==> src/rtl/mips_mem_arbiter.sv <==
// -----------------------------------------------------------------------------
// mips_mem_arbiter
//   Shares one single-port synchronous memory between two requesters:
//   port 0 is the multicycle CPU, port 1 is the program loader / debug port.
//   Only one transaction is in flight at a time. When both ports request at
//   once, the grant goes to the port that did not win last time.
//
//   Handshake: a requester raises reqN with weN/addrN/wdataN stable and keeps
//   reqN high until it sees the one-cycle ackN pulse. The command is captured
//   on the granting edge, so later changes to weN/addrN/wdataN are ignored.
//   Dropping reqN mid-transaction does not cancel it: ackN still pulses once.
//
// Ports
//   clk, rst_n        clock (rising edge), asynchronous active-low reset
//   req0/1, we0/1     request and write flag of each port
//   addr0/1, wdata0/1 request address and write data
//   ack0/1            one-cycle completion pulse
//   rdata0/1          read data; live with a read ack, then held until the
//                     next read ack to the same port
//   mem_addr/wdata/we memory command, valid while a transaction is active
//   mem_rdata         memory read data, RD_LAT cycles after the address cycle
//   busy, owner       FSM not idle / port currently granted
// -----------------------------------------------------------------------------
module mips_mem_arbiter #(
   parameter int ADDR_W = 32,
   parameter int DATA_W = 32,
   parameter int RD_LAT = 2
) (
   input  logic              clk,
   input  logic              rst_n,
   input  logic              req0,
   input  logic              req1,
   input  logic              we0,
   input  logic              we1,
   input  logic [ADDR_W-1:0] addr0,
   input  logic [ADDR_W-1:0] addr1,
   input  logic [DATA_W-1:0] wdata0,
   input  logic [DATA_W-1:0] wdata1,
   output logic              ack0,
   output logic              ack1,
   output logic [DATA_W-1:0] rdata0,
   output logic [DATA_W-1:0] rdata1,
   output logic [ADDR_W-1:0] mem_addr,
   output logic [DATA_W-1:0] mem_wdata,
   output logic              mem_we,
   input  logic [DATA_W-1:0] mem_rdata,
   output logic              busy,
   output logic              owner
);

   typedef enum logic [1:0] {
      S_IDLE   = 2'd0,
      S_ACCESS = 2'd1,
      S_WAIT   = 2'd2,
      S_DONE   = 2'd3
   } state_t;

   state_t            state_q, state_d;
   logic              owner_q, owner_d;
   logic              last_grant_q, last_grant_d;
   logic              we_q, we_d;
   logic [ADDR_W-1:0] addr_q, addr_d;
   logic [DATA_W-1:0] wdata_q, wdata_d;
   logic [2:0]        cnt_q, cnt_d;
   logic [DATA_W-1:0] hold0_q, hold0_d;
   logic [DATA_W-1:0] hold1_q, hold1_d;
   logic              grant;

   // State register. last_grant resets to 1 so port 0 wins the first tie.
   always_ff @(posedge clk or negedge rst_n) begin
      if (!rst_n) begin
         state_q      <= S_IDLE;
         owner_q      <= 1'b0;
         last_grant_q <= 1'b1;
         we_q         <= 1'b0;
         addr_q       <= '0;
         wdata_q      <= '0;
         cnt_q        <= 3'd0;
         hold0_q      <= '0;
         hold1_q      <= '0;
      end else begin
         state_q      <= state_d;
         owner_q      <= owner_d;
         last_grant_q <= last_grant_d;
         we_q         <= we_d;
         addr_q       <= addr_d;
         wdata_q      <= wdata_d;
         cnt_q        <= cnt_d;
         hold0_q      <= hold0_d;
         hold1_q      <= hold1_d;
      end
   end

   // Next-state logic.
   always_comb begin
      state_d      = state_q;
      owner_d      = owner_q;
      last_grant_d = last_grant_q;
      we_d         = we_q;
      addr_d       = addr_q;
      wdata_d      = wdata_q;
      cnt_d        = cnt_q;
      hold0_d      = hold0_q;
      hold1_d      = hold1_q;
      grant        = 1'b0;
      case (state_q)
         S_IDLE: begin
            if (req0 || req1) begin
               // A lone requester wins outright; a tie goes to the other port.
               grant        = (req0 && req1) ? ~last_grant_q : req1;
               owner_d      = grant;
               last_grant_d = grant;
               we_d         = grant ? we1    : we0;
               addr_d       = grant ? addr1  : addr0;
               wdata_d      = grant ? wdata1 : wdata0;
               state_d      = S_ACCESS;
            end
         end
         S_ACCESS: begin
            if (we_q || (RD_LAT == 1)) begin
               state_d = S_DONE;
            end else begin
               state_d = S_WAIT;
               cnt_d   = 3'(RD_LAT - 1);
            end
         end
         S_WAIT: begin
            if (cnt_q == 3'd1) begin
               state_d = S_DONE;
            end else begin
               cnt_d = cnt_q - 3'd1;
            end
         end
         S_DONE: begin
            state_d = S_IDLE;
            // Read data is valid only in this cycle; keep it for the owner.
            if (!we_q) begin
               if (owner_q) hold1_d = mem_rdata;
               else         hold0_d = mem_rdata;
            end
         end
         default: state_d = S_IDLE;
      endcase
   end

   // Output logic.
   always_comb begin
      ack0      = 1'b0;
      ack1      = 1'b0;
      rdata0    = hold0_q;
      rdata1    = hold1_q;
      mem_addr  = '0;
      mem_wdata = '0;
      mem_we    = 1'b0;
      busy      = (state_q != S_IDLE);
      owner     = owner_q;
      case (state_q)
         S_ACCESS: begin
            mem_addr  = addr_q;
            mem_wdata = wdata_q;
            mem_we    = we_q;
         end
         S_WAIT: begin
            mem_addr = addr_q;
         end
         S_DONE: begin
            mem_addr = addr_q;
            if (owner_q) ack1 = 1'b1;
            else         ack0 = 1'b1;
            // Reads hand memory data straight through in the ack cycle.
            if (!we_q) begin
               if (owner_q) rdata1 = mem_rdata;
               else         rdata0 = mem_rdata;
            end
         end
         default: ;
      endcase
   end

endmodule

==> config.mk <==
export PLATFORM = sky130hd
export DESIGN_NAME = mips_mem_arbiter
export DESIGN_NICKNAME = d
export VERILOG_FILES = /design/src/rtl/mips_mem_arbiter.sv
export SDC_FILE = /design/constraint.sdc
export NUM_CORES = 1
export LEC_CHECK = 0
export BUFFER_PORTS_ARGS = -buffer_cell sky130_fd_sc_hd__buf_2
export CORE_MARGIN = 2
export CORE_UTILIZATION = 45
export CTS_CLUSTER_SIZE = 30
export DETAILED_ROUTE_END_ITERATION = 8
export PLACE_DENSITY = 0.89
export SYNTH_ARGS = -nofsm -noshare
export SYNTH_HDL_FRONTEND = slang
export SYNTH_SLANG_ARGS = --single-unit
==> constraint.sdc <==
create_clock -name clk -period 2.65 [get_ports clk]
set_clock_uncertainty 0.15 [all_clocks]
set_input_delay 0.265 -clock clk [delete_from_list [all_inputs] [get_ports clk]]
set_output_delay 0.265 -clock clk [all_outputs]
set_load 0.1 [all_outputs]
-- Word level (Yosys, flattened, before mapping)
Cells that the tools add are included.
- eq/ne operators: 8
- bitwise logic cells: 1
- multiplexer cells: 24
- reduce and logical (&&, ||, !) cells: 9
- $add $sub $neg: 1
- operators with widths (kind ; number):
    32-bit two-way mux ; 10
    1-bit two-way mux ; 8
    2-bit != test, second input constant ; 4
    2-bit one-hot mux with 4 select lines ; 1
    3-bit two-way mux ; 2
    3-bit one-hot mux with 2 select lines ; 1
    2-bit equality test, second input constant ; 2
    2-bit two-way mux ; 2
    2-bit AND reduction ; 2
    2-bit nonzero test ; 2
    3-bit by 1-bit equality test with 1-bit output, second input constant ; 1
    3-bit AND reduction ; 1
    3-bit OR reduction ; 1
    3-bit by 1-bit subtractor with 3-bit output, second input constant ; 1
    2-bit by 1-bit equality test with 1-bit output, second input constant ; 1
    2-bit logical NOT ; 1
    1-bit logical AND ; 1
    1-bit logical OR ; 1
    1-bit NOT ; 1
- word-level logic and storage cells: 52
- output and inout bits: 133
- bits of input ports: 166
- flip-flop bits (word level): 136

-- Logic depth before layout (Yosys ltp)
Gate-level depths: netlist of the first run.
- word-level depth: 3
- mapped depth: 7
- depth with buffers taken out: 6

-- Worst setup path after synthesis of the first run
OpenSTA, ideal clock, no wires.
- path type: register to register
- start: register owner_q (netlist: owner)
- end: register hold0_q[6]
- data required time: 2.187 ns
- period minus slack after synthesis: 3.987 ns
- arrival: 3.524 ns
- buffers on the path: 2
- library setup time: 0.313 ns
- cell stages (with the launch flop): 6
- path slack: -1.337 ns
- cell sequence: dfrtp_1 > nor2b_1 > nor2b_1 > clkbuf_2 > buf_4 > mux2_1
- cells in the longest elaborated chain, start to end: 3
- RTL lines (item ; line ; text):
    start: declaration ; 59 ; logic owner_q, owner_d;
    start signal: assignment ; 83 ; owner_q <= owner_d;
    32-bit two-way mux (3 in a row) ; -- ;
    via rdata0[6] ; 41 ; output logic [DATA_W-1:0] rdata0,
    end signal: assignment ; 89 ; hold0_q <= hold0_d;
    end: declaration ; 65 ; logic [DATA_W-1:0] hold0_q, hold0_d;
The timed path passes the listed nets, and every way through them passes these cells.
A chain may end at the register's enable or synchronous reset.

-- Final worst setup path of the first run
- start: register state_q[1]
- end: output port rdata0[30]
- cells in the longest elaborated chain, start to end: 2
- RTL lines (item ; line ; text):
    start: declaration ; 58 ; state_t state_q, state_d;
    start signal: assignment ; 82 ; state_q <= state_d;
    2-bit equality test ; 157 ; case (state_q)
    32-bit two-way mux ; 157 ;
    end: declaration ; 41 ;
No other way between the ends.

==> results of run 1 <==
how the worst max path moves through the flow:
| stage | from | endpoint |
|---|---|---|
| 2_1_floorplan | state_q[0] | mem_addr[0] |
| 3_3_place_gp | state_q[0] | rdata0[9] |
| 3_5_place_dp | state_q[0] | rdata0[27] |
| 4_1_cts | state_q[1] | rdata0[6] |
| 5_1_grt | state_q[1] | rdata0[30] |
| 6_report | state_q[1] | rdata0[30] |
per-layer routing:
layer / track usage [%] / routed length (µm) / up-vias
met5: 0 / 0 / -
met4: 11.64 / 736 / 0
met3: 8.099 / 1766 / 66
met2: 51.15 / 11450 / 309
met1: 31.65 / 8304 / 2810
li1: - / - / 2641
through the flow:
stage	cell area (µm²)	TNS, ns	setup slack, ns	util [%]	hold slack (ns)
4_1_cts	10250	0	0.01346	74.74	0.0005526
3_3_place_gp	8497	0	0.4543	61.93	0.1193
2_1_floorplan	6316	-4.096	-0.05729	-	-0.1806
3_5_place_dp	8497	0	0.3804	61.93	0.1170
5_1_grt	10480	-2.011	-0.07117	76.38	0.001188
6_report	10480	0	0.009623	76.38	0.003868
final cells by class:
cell class | instances | area [µm²] | area share, %
Clock buffer | 24 | 491.7 | 4.693
Clock inverter | 8 | 87.58 | 0.8358
Inverter | 7 | 26.28 | 0.2507
Multi-Input combinational cell | 359 | 2694 | 25.71
Sequential cell | 136 | 3406 | 32.50
Tap cell | 180 | 225.2 | 2.149
Timing Repair Buffer | 423 | 3548 | 33.86
worst max-delay path, delay by kind of cell, from the launching register on:
family	cells	cell delay, ns
buffers and inverters	3	0.47
AND/OR/NAND/NOR	2	0.40
flip-flops	1	0.38
multiplexers	1	0.38
adder cells (fa/ha/maj)	1	0.17
state kept, by name (all words and copies together), names as in the netlist:
name          cells
hold1_q          32
hold0_q          32
last_grant_q      1
addr_q           32
wdata_q          32
we_q              1
state_q           2
cnt_q             3
owner             1
Yosys cell counts (all sizes together):
cell / number
dfrtp: 135
o21ai: 70
nand2: 68
mux2i: 65
mux2: 64
nor2b: 34
and2: 33
buf: 20
clkbuf: 15
ha: 7
inv: 7
a22o: 3
nor2: 3
a22oi: 2
a31oi: 2
nand2b: 2
nand3: 2
a21boi: 1
a21oi: 1
dfstp: 1
o22a: 1
o22ai: 1
kinds of logic (layout without fill, tap and decap cells):
group,count (synthesis),after routing,share of synthesized area [%]
fa+ha+maj,7,7,1.401
simple gates,142,142,11.33
mux,129,129,21.94
flops,136,136,54.47
buf+inv,42,462,3.824
compound gates,81,81,7.027
timing repair:
item / in CTS / in global routing
gates resized for setup: 32 / 45
endpoints found under the hold margin: 131 / 0
hold buffers: 106 / 0
setup endpoints to repair: 32 / 43
setup buffers: 1 / 3
gates cloned: 1 / 2
==> impl_metrics.toml, run 1 <==
[status]
status = "finished clean"

[synth]
syn_avg_cell_area_um2 = 11.64
yosys.area.top_type = "dfrtp_1"
ys_seq_area_share_pct = 54.47
synth_top_area_share_pct = 54.05
synthesis.area_um2 = 6250
yosysWarnings = 0
yosys-top-cells-area = "dfrtp_1 (54%), mux2i_1 (10%), mux2_2 (9.7%), nand2_1 (4.1%), nor2b_1 (3.4%)"
synth.distinct_cells = 30
ys_seq_elements = 136
postSynthCellCount = 537
synth_nets = 710

[global_route]
grt_first_pass_wirelength_mm = 31.95
grt_pass1_vias = 6062
antenna_found_initial = 0
grt_usage_pct = 28.49
grt-ovfl-total = 0
grt_max_degree = 73

[setup_path]
critPathMaxStageDelay_ns = 0.38
crit_type = "register to output pin"
cp.arrival_ns = 2.23
worstReg2RegStart = "last_grant_q"
critPathLaunchType = "register"
worst_ep_required_time_ns = 2.24
crit-reg2reg-capture = "addr_q[22]"
critPathMaxFanout = 8
worst_setup_path_end_kind = "output pin"
crit_chain = "ha_1, nor2b_4, nor2b_4, buf_4, buf_12, mux2_2, buf_12"
slowest_stage = "dfrtp_1"
reg2reg_depth = 5
rrSetupSlack_ns = 0.26

[layout]
diodes = 0
fill_cells = 784
syn2layout_area_growth_pct = 67.67
instances_no_fill = 1137
fin_nets = 1117
final_common_cell = "buf_2"
final_cell_mix = "buf_2 (231), dfrtp_1 (134), dlygate4sd3_1 (106), nand2_1 (68), mux2i_1 (65)"
drive_gt1_share_pct = 43.57

[sta]
setup_viol_count_final = 0
maxSlewViolCount = 0
fin_crit_ns = 2.640
max_freq_mhz = 378.7
hold_viol = 0
rsz0062_at_grt = "true"
fin_crit_sh_pct = 99.64
worst_slew_pin_slew_ns = 1.046
slew_headroom_pct = 30.01

[routing]
drt-pass1-iter-count = 5
num_vias = 5826
drc = 0
vias_per_cell = 5.124
drtAntennaViolNets = 0
dr.first_iter.drc_count = 338
wl_mm = 22.26
wire_per_inst_um = 19.58

[clock_tree]
clkSinkCount = 136
cts_tree = "done"
htree_levels = 4
cts.path.max_buffers = 2
worstSkewPairLatency_ns = 0.41
path_clk_slew_ns = 0.06
cts_buffers = 17
root_buffer = "clkbuf_16"

[die]
pin_count = 299
initial_utilization_pct = 45.55
dieArea_um2 = 14850
rows = 43
fp.coreArea_um2 = 13720
die_w_um = 121.9
die_h_um = 121.9

[hold_path]
min_path_cells = 3
worstHoldStart = "wdata0[20]"
hp-class = "input port to register"
min_to = "wdata_q[20]"

[placement]
routabilityCongestion = 0.7490
dpl.hpwl_mm = 11.82
dp.cells = 992
io_buffers = 298

[job]
cap_violations = 0
Power of run 1 is not shown: default switching activity piles up to over one toggle a cycle in this logic, so the estimate is an artifact.
==> run 2: changes to the inputs <==
Settings changed: BUFFER_PORTS_ARGS -buffer_cell sky130_fd_sc_hd__buf_2 to -buffer_cell sky130_fd_sc_hd__clkbuf_2, CORE_UTILIZATION 45 to 50, PLACE_DENSITY 0.89 to 0.95.
==> impl_metrics.toml, run 2 (same netlist as run 1, synthesis figures left out) <==
[placement]
dpl.hpwl_mm = 13.05
io_buffers = 298
routabilityCongestion = 0.7556

[sta]
setup_ws_ns = -0.1064
fin_crit_ns = 2.756
maxSlewViolCount = 0
slew_headroom_pct = 53.42
max_freq_mhz = 362.8
fin_crit_sh_pct = 104.0
hold_viol = 0
setup_viol_count_final = 72
worst_slew_pin_slew_ns = 0.7017
rsz0062_at_grt = "true"
whs_ns = 0.01035

[global_route]
grt_usage_pct = 43.14
grt_first_pass_wirelength_mm = 42.10
grt_max_degree = 77
antenna_found_initial = 3
grt-ovfl-total = 0
grt_pass1_vias = 7248

[setup_path]
worst_setup_path_end_kind = "output pin"
slowest_stage = "dfrtp_1"
cp_num_buf_inv = 2
critPathMaxFanout = 8
cp.arrival_ns = 2.34
crit_chain = "ha_2, nor2b_4, nor2b_4, bufbuf_16, mux2_2, buf_8"
critPathMaxStageDelay_ns = 0.43
cp_top_family = "buffers and inverters"
worst_ep_required_time_ns = 2.24
crit_type = "register to output pin"
cpMostUsedCell = "nor2b_4"
critPathLaunchType = "register"

[die]
fp.coreArea_um2 = 12110
initial_utilization_pct = 51.60
die_w_um = 115.8
pin_count = 299
dieArea_um2 = 13410
rows = 40
die_h_um = 115.8

[layout]
final_cell_mix = "clkbuf_2 (190), dfrtp_1 (134), dlygate4sd3_1 (133), nand2_1 (67), mux2i_1 (65)"
fin_nets = 1145
final_common_cell = "clkbuf_2"
syn2layout_area_growth_pct = 77.02
drive_gt1_share_pct = 42.94

[clock_tree]
root_buffer = "clkbuf_16"
worstSkewPairLatency_ns = 0.43
cts_buffers = 17
htree_levels = 4
clkSinkCount = 136
path_clk_slew_ns = 0.07
cts.path.max_buffers = 2
cts_tree = "done"

[hold_path]
hp-class = "input port to register"

[routing]
drtAntennaViolNets = 0
drc = 0
vias_per_cell = 6.010
dr.first_iter.drc_count = 846
wl_mm = 31.99
wire_per_inst_um = 27.67
num_vias = 6948
drt-pass1-iter-count = 8

[status]
violations = "setup timing"
status = "finished, violations left"

[job]
cap_violations = 0
[run 2: cell type report]
| cell class | count | area, µm² |
|---|---|---|
| Multi-Input combinational cell | 359 | 2765 |
| Sequential cell | 136 | 3406 |
| Clock buffer | 19 | 442.9 |
| Clock inverter | 13 | 167.7 |
| Antenna cell | 3 | 7.507 |
| Tap cell | 168 | 210.2 |
| Inverter | 7 | 26.28 |
| Fill cell | 424 | 1049 |
| Timing Repair Buffer | 451 | 4038 |
[run 2: per-layer routing]
layer | vias to the layer above | wire (µm) | GRT usage [%]
met1 | 3298 | 10580 | 44.54
li1 | 2698 | - | -
met4 | 0 | 2559 | 32.30
met2 | 713 | 15080 | 72.20
met3 | 239 | 3772 | 15.27
met5 | - | 0 | 0
[run 2: worst paths after layout]
path                            slack (ns)  cells after the start         start          to
worst max-delay path                 -0.11                      6    state_q[1]  rdata0[26]
worst min-delay path                  0.01                      3     addr1[20]  addr_q[20]
worst max register to register        0.19                      5  last_grant_q  addr_q[29]
worst min register to register        0.33                      2    addr_q[14]  addr_q[14]
max in group asynchronous             1.42                      3         rst_n  addr_q[27]
min in group asynchronous             0.15                      2         rst_n  hold0_q[0]
[run 2: per-stage QoR]
step / instances / util, % / instance area, µm² / TNS, ns / setup WS [ns]
floorplan: 537 / - / 6316 / -4.096 / -0.05729
global placement: 978 / 70.69 / 8562 / 0 / 0.3813
detailed placement: 978 / 70.69 / 8562 / 0 / 0.2832
CTS: 1150 / 89.07 / 10790 / 0 / 0.01453
global route: 1155 / 91.32 / 11060 / -4.661 / -0.2241
finish: 1156 / 91.34 / 11060 / -3.193 / -0.1064
[run 2: worst reg2reg max path, cell delays in order (launching register included)]
cell	delay [ns]
dfstp_2	0.40
a21boi_4	0.19
buf_12	0.39
mux2i_1	0.44
dlygate4sd3_1	0.66
o21ai_1	0.10
[run 2: timing repair]
action                                  in CTS  in global routing
hold buffers                               133                  0
resized for setup                           47                 96
endpoints found under the setup margin      64                 81
pin swaps                                    0                  1
endpoints found under the hold margin      196                  0
setup buffers                                4                  2
gates cloned                                 3                  1
Power of run 2 is left out for the same reason.
